**config.mk**
```make
export PLATFORM = sky130hd
export DESIGN_NAME = slc3_fetch_ctrl
export DESIGN_NICKNAME = d
export VERILOG_FILES = /design/src/rtl/slc3_pkg.sv /design/src/rtl/edge_detect.sv /design/src/rtl/load_reg.sv /design/src/rtl/slc3_fetch_ctrl.sv
export SDC_FILE = /design/constraint.sdc
export NUM_CORES = 1
export LEC_CHECK = 0
export CAP_MARGIN = 25
export CORE_MARGIN = 2
export CORE_UTILIZATION = 40
export CTS_CLUSTER_SIZE = 40
export DETAILED_ROUTE_END_ITERATION = 10
export DONT_BUFFER_PORTS = 1
export PLACE_DENSITY = 0.57
export SYNTH_ARGS = -nofsm -noshare
export SYNTH_HDL_FRONTEND = slang
export SYNTH_HIERARCHICAL = 1
export SYNTH_SLANG_ARGS = --single-unit
```
**constraint.sdc**
```tcl
create_clock -name clk -period 2.4 [get_ports clk]
set_input_delay 0.12 -clock clk [delete_from_list [all_inputs] [get_ports clk]]
set_output_delay 0.12 -clock clk [all_outputs]
set_load 0.005 [all_outputs]
```
**src/rtl/slc3_pkg.sv**
```systemverilog
// Shared types and constants for the SLC-3 instruction-fetch engine.
package slc3_pkg;

    localparam int unsigned MAX_MEM_LATENCY = 7;
    localparam int unsigned CNT_W           = $clog2(MAX_MEM_LATENCY + 1);

    typedef enum logic [2:0] {
        ST_HALTED = 3'd0,
        ST_FETCH1 = 3'd1,
        ST_FETCH2 = 3'd2,
        ST_FETCH3 = 3'd3,
        ST_PAUSE  = 3'd4
    } fetch_state_t;

endpackage

```
**src/rtl/edge_detect.sv**
```systemverilog
// One-bit rising-edge detector; the delayed copy is sampled every cycle.
module edge_detect (
    input  logic clk,
    input  logic reset,
    input  logic i_d,
    output logic o_rise_c
);

    logic r_d_q;

    always_ff @(posedge clk) begin
        if (reset) begin
            r_d_q <= 1'b0;
        end else begin
            r_d_q <= i_d;
        end
    end

    assign o_rise_c = i_d & ~r_d_q;

endmodule

```
**src/rtl/load_reg.sv**
```systemverilog
// Loadable register with synchronous reset to a fixed value.
module load_reg #(
    parameter int unsigned     WIDTH     = 16,
    parameter logic [WIDTH-1:0] RESET_VAL = '0
) (
    input  logic             clk,
    input  logic             reset,
    input  logic             i_ld,
    input  logic [WIDTH-1:0] i_d,
    output logic [WIDTH-1:0] o_q
);

    logic [WIDTH-1:0] r_q;

    always_ff @(posedge clk) begin
        if (reset) begin
            r_q <= RESET_VAL;
        end else if (i_ld) begin
            r_q <= i_d;
        end
    end

    assign o_q = r_q;

endmodule

```
**src/rtl/slc3_fetch_ctrl.sv**
```systemverilog
// SLC-3 fetch engine: owns PC/MAR/MDR/IR and sequences reads against a
// fixed-latency memory port, with single-step pausing and queued redirects.
module slc3_fetch_ctrl
    import slc3_pkg::*;
#(
    parameter int unsigned           DATA_WIDTH  = 16,
    parameter int unsigned           MEM_LATENCY = 1,
    parameter logic [DATA_WIDTH-1:0] RESET_PC    = '0,
    parameter bit                    PAUSE_EN    = 1'b1
) (
    input  logic                  clk,
    input  logic                  reset,
    input  logic                  run_i,
    input  logic                  continue_i,
    input  logic                  redirect_valid,
    input  logic [DATA_WIDTH-1:0] redirect_pc,
    input  logic [DATA_WIDTH-1:0] mem_rdata,
    output logic [DATA_WIDTH-1:0] mem_addr,
    output logic [DATA_WIDTH-1:0] mem_wdata,
    output logic                  mem_mem_ena,
    output logic                  mem_wr_ena,
    output logic [DATA_WIDTH-1:0] pc_o,
    output logic [DATA_WIDTH-1:0] ir_o,
    output logic                  ir_valid,
    output logic [2:0]            state_o,
    output logic [DATA_WIDTH-1:0] hex_display_debug,
    output logic [DATA_WIDTH-1:0] led_o
);

    localparam logic [CNT_W-1:0] LAST_CNT = CNT_W'(MEM_LATENCY - 1);

    fetch_state_t          r_state;
    fetch_state_t          w_next_state;
    logic [CNT_W-1:0]      r_cnt;
    logic                  r_redir_pend;
    logic [DATA_WIDTH-1:0] r_redir_pc;
    logic                  r_ir_valid;
    logic                  r_mem_ena;

    logic                  w_run_rise;
    logic                  w_cont_rise;
    logic                  w_pc_ld;
    logic                  w_mar_ld;
    logic                  w_mdr_ld;
    logic                  w_ir_ld;
    logic [DATA_WIDTH-1:0] w_pc_d;
    logic [DATA_WIDTH-1:0] w_mar_d;
    logic [DATA_WIDTH-1:0] w_pc_q;
    logic [DATA_WIDTH-1:0] w_mar_q;
    logic [DATA_WIDTH-1:0] w_mdr_q;
    logic [DATA_WIDTH-1:0] w_ir_q;

    edge_detect u_run_edge (
        .clk      (clk),
        .reset    (reset),
        .i_d      (run_i),
        .o_rise_c (w_run_rise)
    );

    edge_detect u_cont_edge (
        .clk      (clk),
        .reset    (reset),
        .i_d      (continue_i),
        .o_rise_c (w_cont_rise)
    );

    load_reg #(.WIDTH(DATA_WIDTH), .RESET_VAL(RESET_PC)) u_pc (
        .clk(clk), .reset(reset), .i_ld(w_pc_ld), .i_d(w_pc_d), .o_q(w_pc_q)
    );

    load_reg #(.WIDTH(DATA_WIDTH), .RESET_VAL('0)) u_mar (
        .clk(clk), .reset(reset), .i_ld(w_mar_ld), .i_d(w_mar_d), .o_q(w_mar_q)
    );

    load_reg #(.WIDTH(DATA_WIDTH), .RESET_VAL('0)) u_mdr (
        .clk(clk), .reset(reset), .i_ld(w_mdr_ld), .i_d(mem_rdata), .o_q(w_mdr_q)
    );

    load_reg #(.WIDTH(DATA_WIDTH), .RESET_VAL('0)) u_ir (
        .clk(clk), .reset(reset), .i_ld(w_ir_ld), .i_d(w_mdr_q), .o_q(w_ir_q)
    );

    always_ff @(posedge clk) begin
        if (reset) begin
            r_state <= ST_HALTED;
        end else begin
            r_state <= w_next_state;
        end
    end

    always_comb begin
        w_next_state = r_state;
        w_pc_ld      = 1'b0;
        w_mar_ld     = 1'b0;
        w_mdr_ld     = 1'b0;
        w_ir_ld      = 1'b0;
        w_mar_d      = w_pc_q;
        w_pc_d       = w_pc_q + DATA_WIDTH'(1);
        case (r_state)
            ST_HALTED: begin
                if (w_run_rise) begin
                    w_next_state = ST_FETCH1;
                end
            end
            ST_FETCH1: begin
                w_mar_ld = 1'b1;
                w_pc_ld  = 1'b1;
                if (r_redir_pend) begin
                    w_mar_d = r_redir_pc;
                    w_pc_d  = r_redir_pc + DATA_WIDTH'(1);
                end
                w_next_state = ST_FETCH2;
            end
            ST_FETCH2: begin
                if (r_cnt == LAST_CNT) begin
                    w_mdr_ld     = 1'b1;
                    w_next_state = ST_FETCH3;
                end
            end
            ST_FETCH3: begin
                w_ir_ld      = 1'b1;
                w_next_state = PAUSE_EN ? ST_PAUSE : ST_FETCH1;
            end
            ST_PAUSE: begin
                if (w_cont_rise) begin
                    w_next_state = ST_FETCH1;
                end
            end
            default: w_next_state = ST_HALTED;
        endcase
    end

    // A redirect arriving in the FETCH1 cycle is kept for the following fetch.
    always_ff @(posedge clk) begin
        if (reset) begin
            r_cnt        <= '0;
            r_redir_pend <= 1'b0;
            r_redir_pc   <= '0;
            r_ir_valid   <= 1'b0;
            r_mem_ena    <= 1'b0;
        end else begin
            if (r_state == ST_FETCH1) begin
                r_cnt <= '0;
            end else if (r_state == ST_FETCH2) begin
                r_cnt <= r_cnt + CNT_W'(1);
            end
            if (redirect_valid) begin
                r_redir_pend <= 1'b1;
                r_redir_pc   <= redirect_pc;
            end else if (r_state == ST_FETCH1) begin
                r_redir_pend <= 1'b0;
            end
            r_ir_valid <= (r_state == ST_FETCH3);
            r_mem_ena  <= (w_next_state == ST_FETCH2);
        end
    end

    assign mem_addr          = w_mar_q;
    assign mem_wdata         = w_mdr_q;
    assign mem_mem_ena       = r_mem_ena;
    assign mem_wr_ena        = 1'b0;
    assign pc_o              = w_pc_q;
    assign ir_o              = w_ir_q;
    assign ir_valid          = r_ir_valid;
    assign state_o           = r_state;
    assign hex_display_debug = w_ir_q;
    assign led_o             = w_ir_q;

endmodule

```
# After elaboration in Yosys (flattened, before gate mapping)

Index checks and enable logic that the tools add are counted.

Bitwise operators: 4
Mux-type cells: 14
Eq/ne operators: 5
Multiply operators: 0
Shifts and indexed selects: 0
Add/subtract/negate cells: 3
Div/mod/pow operators: 0
Reductions and logical operators: 4
Magnitude comparators: 0

Operators by type and width:

| kind                    | count |
|---|---|
| $mux W16                | 4 |
| $add A16 B1 Y16 const B | 2 |
| $pmux W3 S5             | 1 |
| $eq A3 B2 Y1 const B    | 3 |
| $mux W3                 | 3 |
| $logic_not A3 Y1        | 2 |
| $mux W1                 | 6 |
| $add A3 B1 Y3 const B   | 1 |
| $eq A3 B1 Y1 const B    | 1 |
| $eq A3 B3 Y1 const B    | 1 |
| $and A1 B1 Y1           | 2 |
| $not A1 Y1              | 2 |
| $reduce_bool A2 Y1      | 1 |
| $reduce_or A2 Y1        | 1 |

Latch bits: 0
Output and inout port bits: 102
Memory bits (read-only): 0
Memories kept: 0
Input bits: 37
Memory bits (writable): 0
Word-level logic and storage cells: 42
Flip-flop bits (word level): 91

# Logic depth before layout (Yosys ltp)

Gate-level depths: netlist (run 1).

Word-level depth: 5
Depth in mapped cells: 9
Depth with buffers taken out: 8

# By module

Netlist (run 1), hierarchy kept.

Modules (own cells, without submodules):

| module          | cells an instance | area an instance (sq um) | sequential area each (sq um) | times used |
|---|---|---|---|---|
| load_reg        | 52                | 580.6                    | 320.3                        | 4 |
| slc3_fetch_ctrl | 264               | 2147.1                   | 500.5                        | 1 |
| edge_detect     | 3                 | 47.5                     | 20.0                         | 2 |

# Least setup slack after synthesis (run 1)

No wires, ideal clock.

Kind: reg-to-reg
From: reg r_state[0], in the netlist state_o[0]
To: reg u_mar.r_q[15], in the netlist u_mar/o_q[15]
Data required time: 2278 ps
Setup time: 122 ps
Arrival time: 1756 ps
Clock period less this slack: 1877 ps
Stages on the path, launching flop included: 9
Path buffers: 3
Slack: 523 ps
Cells stage by stage: dfxtp_1 buf_2 nor3b_2 and2_1 buf_2 buf_4 mux2_2 mux2i_1 nor2_1

Longest elaborated chain between the ends: 2
Elaborated cells between the ends (all ways): 3
Classes of those cells: eq/ne (1); mux (2)

RTL lines:

| item                   | line                  | text |
|---|---|---|
| from (decl)            | slc3_fetch_ctrl.sv:32 | `fetch_state_t r_state;` |
| from (signal assigned) | slc3_fetch_ctrl.sv:87 | `r_state <= w_next_state;` |
| $eq A3 B1 Y1           | slc3_fetch_ctrl.sv:99 | `case (r_state)` |
| $mux W1                | slc3_fetch_ctrl.sv:99 |  |
| via w_mar_ld           | slc3_fetch_ctrl.sv:43 | `logic w_mar_ld;` |
| to (signal assigned)   | load_reg.sv:19        | `r_q <= i_d;` |
| to (decl)              | load_reg.sv:13        | `logic [WIDTH-1:0] r_q;` |

The timed path passes the listed nets, and every way through them passes these cells.
A chain may end at the register's enable or synchronous reset.

# Worst setup path in the final report (run 1)

From: reg r_state[1], in the netlist state_o[1]
To: reg u_ir.r_q[9], in the netlist u_ir/o_q[9]

Longest elaborated chain between the ends: 2

RTL lines:

| item                 | line                  | text |
|---|---|---|
| $eq A3 B2 Y1         | slc3_fetch_ctrl.sv:99 |  |
| $mux W1              | slc3_fetch_ctrl.sv:99 |  |
| via w_ir_ld          | slc3_fetch_ctrl.sv:45 | `logic w_ir_ld;` |
| to (signal assigned) | load_reg.sv:19        |  |
| to (decl)            | load_reg.sv:13        |  |

The timed path passes the listed nets, and every way through them passes these cells.

==> reports/qor.csv, run 1 <==
metric;value;unit
largest net degree at the start of global routing;91;
Placed Area;4360;µm²
ys flop type;dfxtp_1;
worst setup path class;flip-flop to flip-flop;
crit-path max cell delay;0.59;ns
Post-synth EDFFs;0;
initial antenna violation count;1;
final wirelength;10000;µm
syn_nets;519;
Nets;530;
Worst Skew;0.00580;ns
Synth top area share;0.399;
final setup vio count;0;
Reg2Reg Launch Point;state_o[1]$_SDFF_PP0_;
Syn Area/Cell;9.55;µm²
Skew-Pair Late Insertion Delay;0.34;ns
Yosys reg bits;91;
worst hold start;continue_i;
Residual DRC;0;
clk sinks;91;
Site Rows;39;
Worst VDD drop;0.335;mV
initial drt markers;158;
Filler cells;1057;
Netlist Area Pre-Place;4560;µm²
critical path's top delay family;flip-flops;
drt pass-1 iters;5;
count of maximum capacitance violations;0;
Final Wtd Congestion;0.795;
dpl cells;569;
area delta synth->final;13.8;%
min-delay worst type;primary input to flip-flop;
Power Total;3.58;mW
leak pwr;1.98;nW
startpoint types;flip-flop;
fin area;5190;µm²
Final Max Tran Viols;0;
area of the core;11300;µm²
Setup crit end kind;flip-flop;
unrepaired setup endpoints after global routing;no;
Hold EP;state_o[2]$_SDFF_PP0_;
Die Width;111;µm
CTS resizes;0;
Final Hold Viols;0;
Tot GR Track Use;0.167;
# IOs;139;
via density per instance;4.97;
min Tclk post-route;1.85;ns
WP data arrival;2.06;ns
reg2reg path depth;6;
Cells on Worst Hold Path;3;
Critical path buffers and inverters;2;
layout cell share with drive strength beyond 1;0.0771;
die area;12300;µm²
drt wl/cell;15.8;µm
IO buf count;0;
Root Buffer Master;clkbuf_16;
Ys Warns;6;
Post-Syn Instances;478;
Total Neg Setup Slack;0;ns
initial core utilization;0.405;
first-pass GRT wire length;16500;µm
Clock Path Buffers;2;
Synth async-reset ratio;0;
Die Y;111;µm
vias after detailed routing;3169;
H-tree levels;3;
ANT nets after route;0;
Synth area leader;dfxtp_1;
crit-path max FO;16;
Cell variety after synth;37;
worst path required time;2.62;ns
Final period util;0.770;
grt total ovfl;0;
count leader, synth;nor2_1;
Max Clock Freq;541;MHz
Seq/Total Area, Yosys;0.399;
final core occ;0.461;
largest cells by area after synthesis;dfxtp_1 40%, mux2i_1 19%, nor2_1 8.1%;
clock edge transition at the registers on the reported setup and hold paths;0.06;ns
slowest stage cell, crit path;dfxtp_1;
Detail Placement HPWL;6570;µm
Synth top cells by count;99 x nor2_1, 91 x dfxtp_1, 88 x mux2i_1, 35 x buf_4, 20 x nand2_1;
PD cells;689;nW/µm²
Num CTS Buffers;9;
cell chain of the critical path;nor2b_1, nand2_1, inv_1, buf_4, mux2i_1, nor2_1;
status;completed;
vias in the first global route;3236;
CTS tree;done;
setup slack, reg-to-reg;0.55;ns
Finished Layout Cells;637;
Worst R2R End;u_ir/o_q[9]$_SDFFE_PP0P_;
worst register-to-register path, cell delays in order (launching register included):
cell and delay [ns]:
dfxtp_1 0.59, nor2b_1 0.30, nand2_1 0.13, inv_1 0.07, buf_4 0.28, mux2i_1 0.30
nor2_1 0.06
final cells by class:
| class | instances | area, µm² | area share |
|---|---|---|---|
| Sequential cell | 91 | 1820 | 0.351 |
| Clock inverter | 2 | 35.0 | 0.00674 |
| Inverter | 7 | 26.3 | 0.00506 |
| Antenna cell | 1 | 2.50 | 0.000482 |
| Clock buffer | 13 | 260 | 0.0501 |
| Multi-Input combinational cell | 320 | 2260 | 0.435 |
| Timing Repair Buffer | 60 | 611 | 0.118 |
| Tap cell | 143 | 179 | 0.0344 |
how the worst max path moves through the flow:
stage | slack, ns | to | startpoint | depth (start not counted)
3_3_place_gp | 0.60 | u_pc/o_q[15]$_SDFFE_PP0P_ | r_redir_pc[7]$_SDFFE_PP0P_ | 7
4_1_cts | 0.55 | u_mdr/o_q[6]$_SDFFE_PP0P_ | state_o[1]$_SDFF_PP0_ | 5
6_report | 0.55 | u_ir/o_q[9]$_SDFFE_PP0P_ | state_o[1]$_SDFF_PP0_ | 6
2_1_floorplan | 0.52 | u_mar/o_q[15]$_SDFFE_PP0P_ | state_o[0]$_SDFF_PP0_ | 8
5_1_grt | 0.34 | u_ir/o_q[9]$_SDFFE_PP0P_ | state_o[1]$_SDFF_PP0_ | 6
3_5_place_dp | 0.57 | u_mdr/o_q[6]$_SDFFE_PP0P_ | state_o[1]$_SDFF_PP0_ | 5
per-layer routing:
layer | GRT usage | routed length [µm]
met1 | 0.201 | 4430
met2 | 0.270 | 4640
met3 | 0.0519 | 740
met4 | 0.0817 | 229
met5 | 0 | 0
logic make-up (layout without fill, tap and decap cells):
kind of cell | count (synthesis) | after routing | share of synthesized area
flip-flops | 91 | 91 | 0.399
multiplexers | 104 | 104 | 0.232
adder cells (fa/ha/maj) | 4 | 4 | 0.0110
AO/OA/AOI/OAI | 21 | 21 | 0.0255
AND/OR/NAND/NOR | 162 | 162 | 0.170
other | 1 | 2 | 0.000822
XOR/XNOR | 28 | 28 | 0.0537
buffers and inverters | 67 | 82 | 0.107
repair_timing:
item                      4_1_cts  5_1_grt
hold endpoints to repair       91        0
hold buffers                   52        0
buffers inserted                0        0
where the power goes:
| group | internal, mW | leakage [nW] | switching (mW) |
|---|---|---|---|
| sequential | 1.58 | 0.739 | 0.0927 |
| combinational | 0.262 | 1.09 | 0.233 |
| clock | 0.857 | 0.146 | 0.557 |
| total | 2.70 | 1.98 | 0.882 |
registers in the layout, indices dropped and copies added (netlist names), 3 cells and up:
name and count:
r_redir_pc 16, u_ir/o_q 16, u_mar/o_q 16, u_mdr/o_q 16
u_pc/o_q 16, r_cnt 3, state_o 3
metrics by stage:
stage                     hold slack [ns]  setup WS, ns
after floorplan                     0.184         0.523
after global placement              0.206         0.597
after detailed placement            0.206         0.573
after CTS                          0.0889         0.549
after global routing                0.152         0.336
final                               0.110         0.553
cell usage in the layout (no fill, tap or decap), drive strengths merged, types with 8 or more instances in the layout:
cell | synthesis | routed
buf | 56 | 9
dlygate4sd3 | 0 | 51
xnor2 | 14 | 14
mux2i | 88 | 88
a21oi | 13 | 13
clkbuf | 4 | 13
xor2 | 14 | 14
nor2 | 99 | 99
dfxtp | 91 | 91
nor2b | 8 | 8
nand3 | 12 | 12
nand2 | 20 | 20
mux2 | 16 | 16
Power figures use the tool's default switching activity.
==> inputs of run 2 (changes only) <==
- ABC_AREA: unset -> 1
- PLACE_DENSITY: 0.57 -> 0.59
- clock period: 2.4 -> 1.6 ns (I/O delays scaled with it)
==> reports/qor.csv, run 2 <==
metric;value;unit;change
number of diodes;0;;was 1
grt total ovfl;0;;unchanged
Synth top cells by count;232 x nand2_1, 158 x nor2_1, 118 x inv_1, 91 x dfxtp_1, 39 x buf_4;;was 99 x nor2_1, 91 x dfxtp_1, 88 x mux2i_1, 35 x buf_4, 20 x nand2_1
Switching Share;0.310;;was 0.246
P_int;4.11;mW;was 2.70 mW
Placed Area;5030;µm²;was 4360 µm²
# IOs;139;;unchanged
Seq pwr share;0.452;;was 0.467
Post-Syn Instances;799;;was 478
clock edge transition at the registers on the reported setup and hold paths;0.07;ns;was 0.06 ns
Cells on Worst Hold Path;3;;unchanged
Worst Tran Pin Value;0.573;ns;
Total Neg Setup Slack;0;ns;unchanged
most frequent cells in the layout;228 x nand2_1, 155 x nor2_1, 118 x inv_1;;was 99 x nor2_1, 91 x dfxtp_1, 88 x mux2i_1
commonest non-fill, non-tap cell in the layout;nand2_1;;was nor2_1
final setup vio count;0;;unchanged
capture point of the critical path;u_pc/o_q[4]$_SDFFE_PP0P_;;was u_ir/o_q[9]$_SDFFE_PP0P_
CTS tree;done;;unchanged
area of the core;12100;µm²;was 11300 µm²
Worst Skew;0.00660;ns;was 0.00580 ns
area delta synth->final;19.6;%;was 13.8%
initial drt markers;233;;was 158
Nets;876;;was 530
final wirelength;13000;µm;was 10000 µm
Syn Area/Cell;6.25;µm²;was 9.55 µm²
largest net degree at the start of global routing;65;;was 91
Worst VDD drop;0.432;mV;was 0.335 mV
Die Width;116;µm;was 111 µm
Root Buffer Master;clkbuf_16;;unchanged
Site Rows;40;;was 39
fin area;5970;µm²;was 5190 µm²
Skew-Pair Late Insertion Delay;0.35;ns;was 0.34 ns
PD cells;998;nW/µm²;was 689 nW/µm²
WP data arrival;1.86;ns;was 2.06 ns
Clock Path Buffers;2;;unchanged
slew margin rel.;0.618;;
Final Max Tran Viols;0;;unchanged
startpoint types;flip-flop;;unchanged
count of maximum capacitance violations;0;;unchanged
largest cells by area after synthesis;dfxtp_1 36%, nand2_1 17%, nor2_1 12%;;was dfxtp_1 40%, mux2i_1 19%, nor2_1 8.1%
Die Y;116;µm;was 111 µm
Detail Placement HPWL;8930;µm;was 6570 µm
H-tree levels;3;;unchanged
Synth async-reset ratio;0;;unchanged
clock share of power;0.341;;was 0.395
status;completed;;unchanged
Synth top area share;0.365;;was 0.399
initial antenna violation count;0;;was 1
Final period util;0.980;;was 0.770
Ys Warns;6;;unchanged
Reg2Reg Launch Point;state_o[0]$_SDFF_PP0_;;was state_o[1]$_SDFF_PP0_
Num CTS Buffers;9;;unchanged
Cell variety after synth;32;;was 37
Final Wtd Congestion;0.858;;was 0.795
Setup crit end kind;flip-flop;;unchanged
NetSw;1.85;mW;was 0.882 mW
ys flop type;dfxtp_1;;unchanged
reg2reg path depth;11;;was 6
Tot GR Track Use;0.186;;was 0.167
Seq/Total Area, Yosys;0.365;;was 0.399
count leader, synth;nand2_1;;was nor2_1
Synth area leader;dfxtp_1;;unchanged
leak pwr;2.65;nW;was 1.98 nW
combinational power share;0.208;;was 0.138
crit-path max FO;6;;was 16
die area;13400;µm²;was 12300 µm²
Yosys reg bits;91;;unchanged
min Tclk post-route;1.57;ns;was 1.85 ns
drt pass-1 iters;5;;unchanged
Residual DRC;0;;unchanged
ANT nets after route;0;;unchanged
Final Hold Viols;0;;unchanged
IO buf count;0;;unchanged
via density per instance;4.68;;was 4.97
drt wl/cell;12.9;µm;was 15.8 µm
clk sinks;91;;unchanged
unrepaired setup endpoints after global routing;yes;;was no
vias in the first global route;4131;;was 3236
vias after detailed routing;4719;;was 3169
worst setup path class;flip-flop to flip-flop;;unchanged
crit path from;state_o[0]$_SDFF_PP0_;;was state_o[1]$_SDFF_PP0_
min-delay worst type;primary input to flip-flop;;unchanged
Max Clock Freq;638;MHz;was 541 MHz
Netlist Area Pre-Place;4990;µm²;was 4560 µm²
initial core utilization;0.412;;was 0.405
worst path required time;1.89;ns;was 2.62 ns
first-pass GRT wire length;19500;µm;was 16500 µm
Worst R2R End;u_pc/o_q[4]$_SDFFE_PP0P_;;was u_ir/o_q[9]$_SDFFE_PP0P_
setup slack, reg-to-reg;0.03;ns;was 0.55 ns
layout cell share with drive strength beyond 1;0.136;;was 0.0771
syn_nets;840;;was 519
Post-synth EDFFs;0;;unchanged
## run 2: stage by stage
step	std cells	total power [mW]	hold WS [ns]	utilization	setup slack, ns
after floorplan	799	3.53	0.149	-	0.127
after global placement	941	3.77	0.152	0.415	0.0653
after detailed placement	941	3.79	0.155	0.415	0.0290
after CTS	995	5.90	0.0986	0.470	0.0240
after global routing	1008	6.34	0.142	0.493	-0.0870
final	1008	5.96	0.109	0.493	0.0316
## run 2: cell type report
type | count | area [µm²]
fillers | 1233 | 6140
clock inverters | 5 | 37.5
flip-flops and latches | 91 | 1840
multi-input cells | 527 | 2340
inverters | 122 | 460
repair buffers | 84 | 843
clock buffers | 11 | 243
well taps | 168 | 210
## run 2: worst min path at each step
stage,slack (ns),startpoint,to
floorplan,0.15,reset,state_o[0]$_SDFF_PP0_
global placement,0.15,reset,state_o[0]$_SDFF_PP0_
detailed placement,0.15,reset,state_o[0]$_SDFF_PP0_
CTS,0.1,reset,u_mar/o_q[14]$_SDFFE_PP0P_
global route,0.14,reset,u_mar/o_q[6]$_SDFFE_PP0P_
finish,0.11,reset,u_mar/o_q[6]$_SDFFE_PP0P_
## run 2: critical path, cell delays in order (launching register included)
cell	delay [ns]
dfxtp_1	0.40
nand3_4	0.12
nor2_4	0.18
buf_12	0.15
buf_4	0.12
buf_6	0.11
nand3_1	0.09
o21ai_0	0.08
inv_1	0.05
nand2_1	0.05
nand2_1	0.06
nor2_2	0.09
## run 2: power by group through the flow
stage	Combinational [mW]	Sequential, mW	Clock (mW)
global placement	1.05	2.73	0
finish	1.24	2.69	2.03
detailed placement	1.06	2.73	0
CTS	1.14	2.68	2.08
floorplan	0.834	2.70	0
global route	1.41	2.73	2.20
## run 2: cells by family (layout without fill, tap and decap cells)
group	count (synthesis)	after routing	synth area share
AO/OA/AOI/OAI	66	66	0.0684
XOR/XNOR	4	4	0.00702
adder cells (fa/ha/maj)	4	4	0.0100
buffers and inverters	181	222	0.184
flip-flops	91	91	0.365
other	1	1	0.000751
AND/OR/NAND/NOR	452	452	0.365
## run 2: repair_timing
item	4_1_cts	5_1_grt
setup buffers	0	7
endpoints found under the setup margin	0	33
hold endpoints to repair	38	0
gates resized for setup	0	46
hold buffers	38	0
## run 2: metal layers
metal | vias to the layer above | track usage | routed length (µm)
li1 | 2440 | - | -
met4 | 0 | 0.0913 | 289
met5 | - | 0 | 0
met1 | 2106 | 0.218 | 5220
met3 | 19 | 0.0460 | 1070
met2 | 154 | 0.319 | 6380
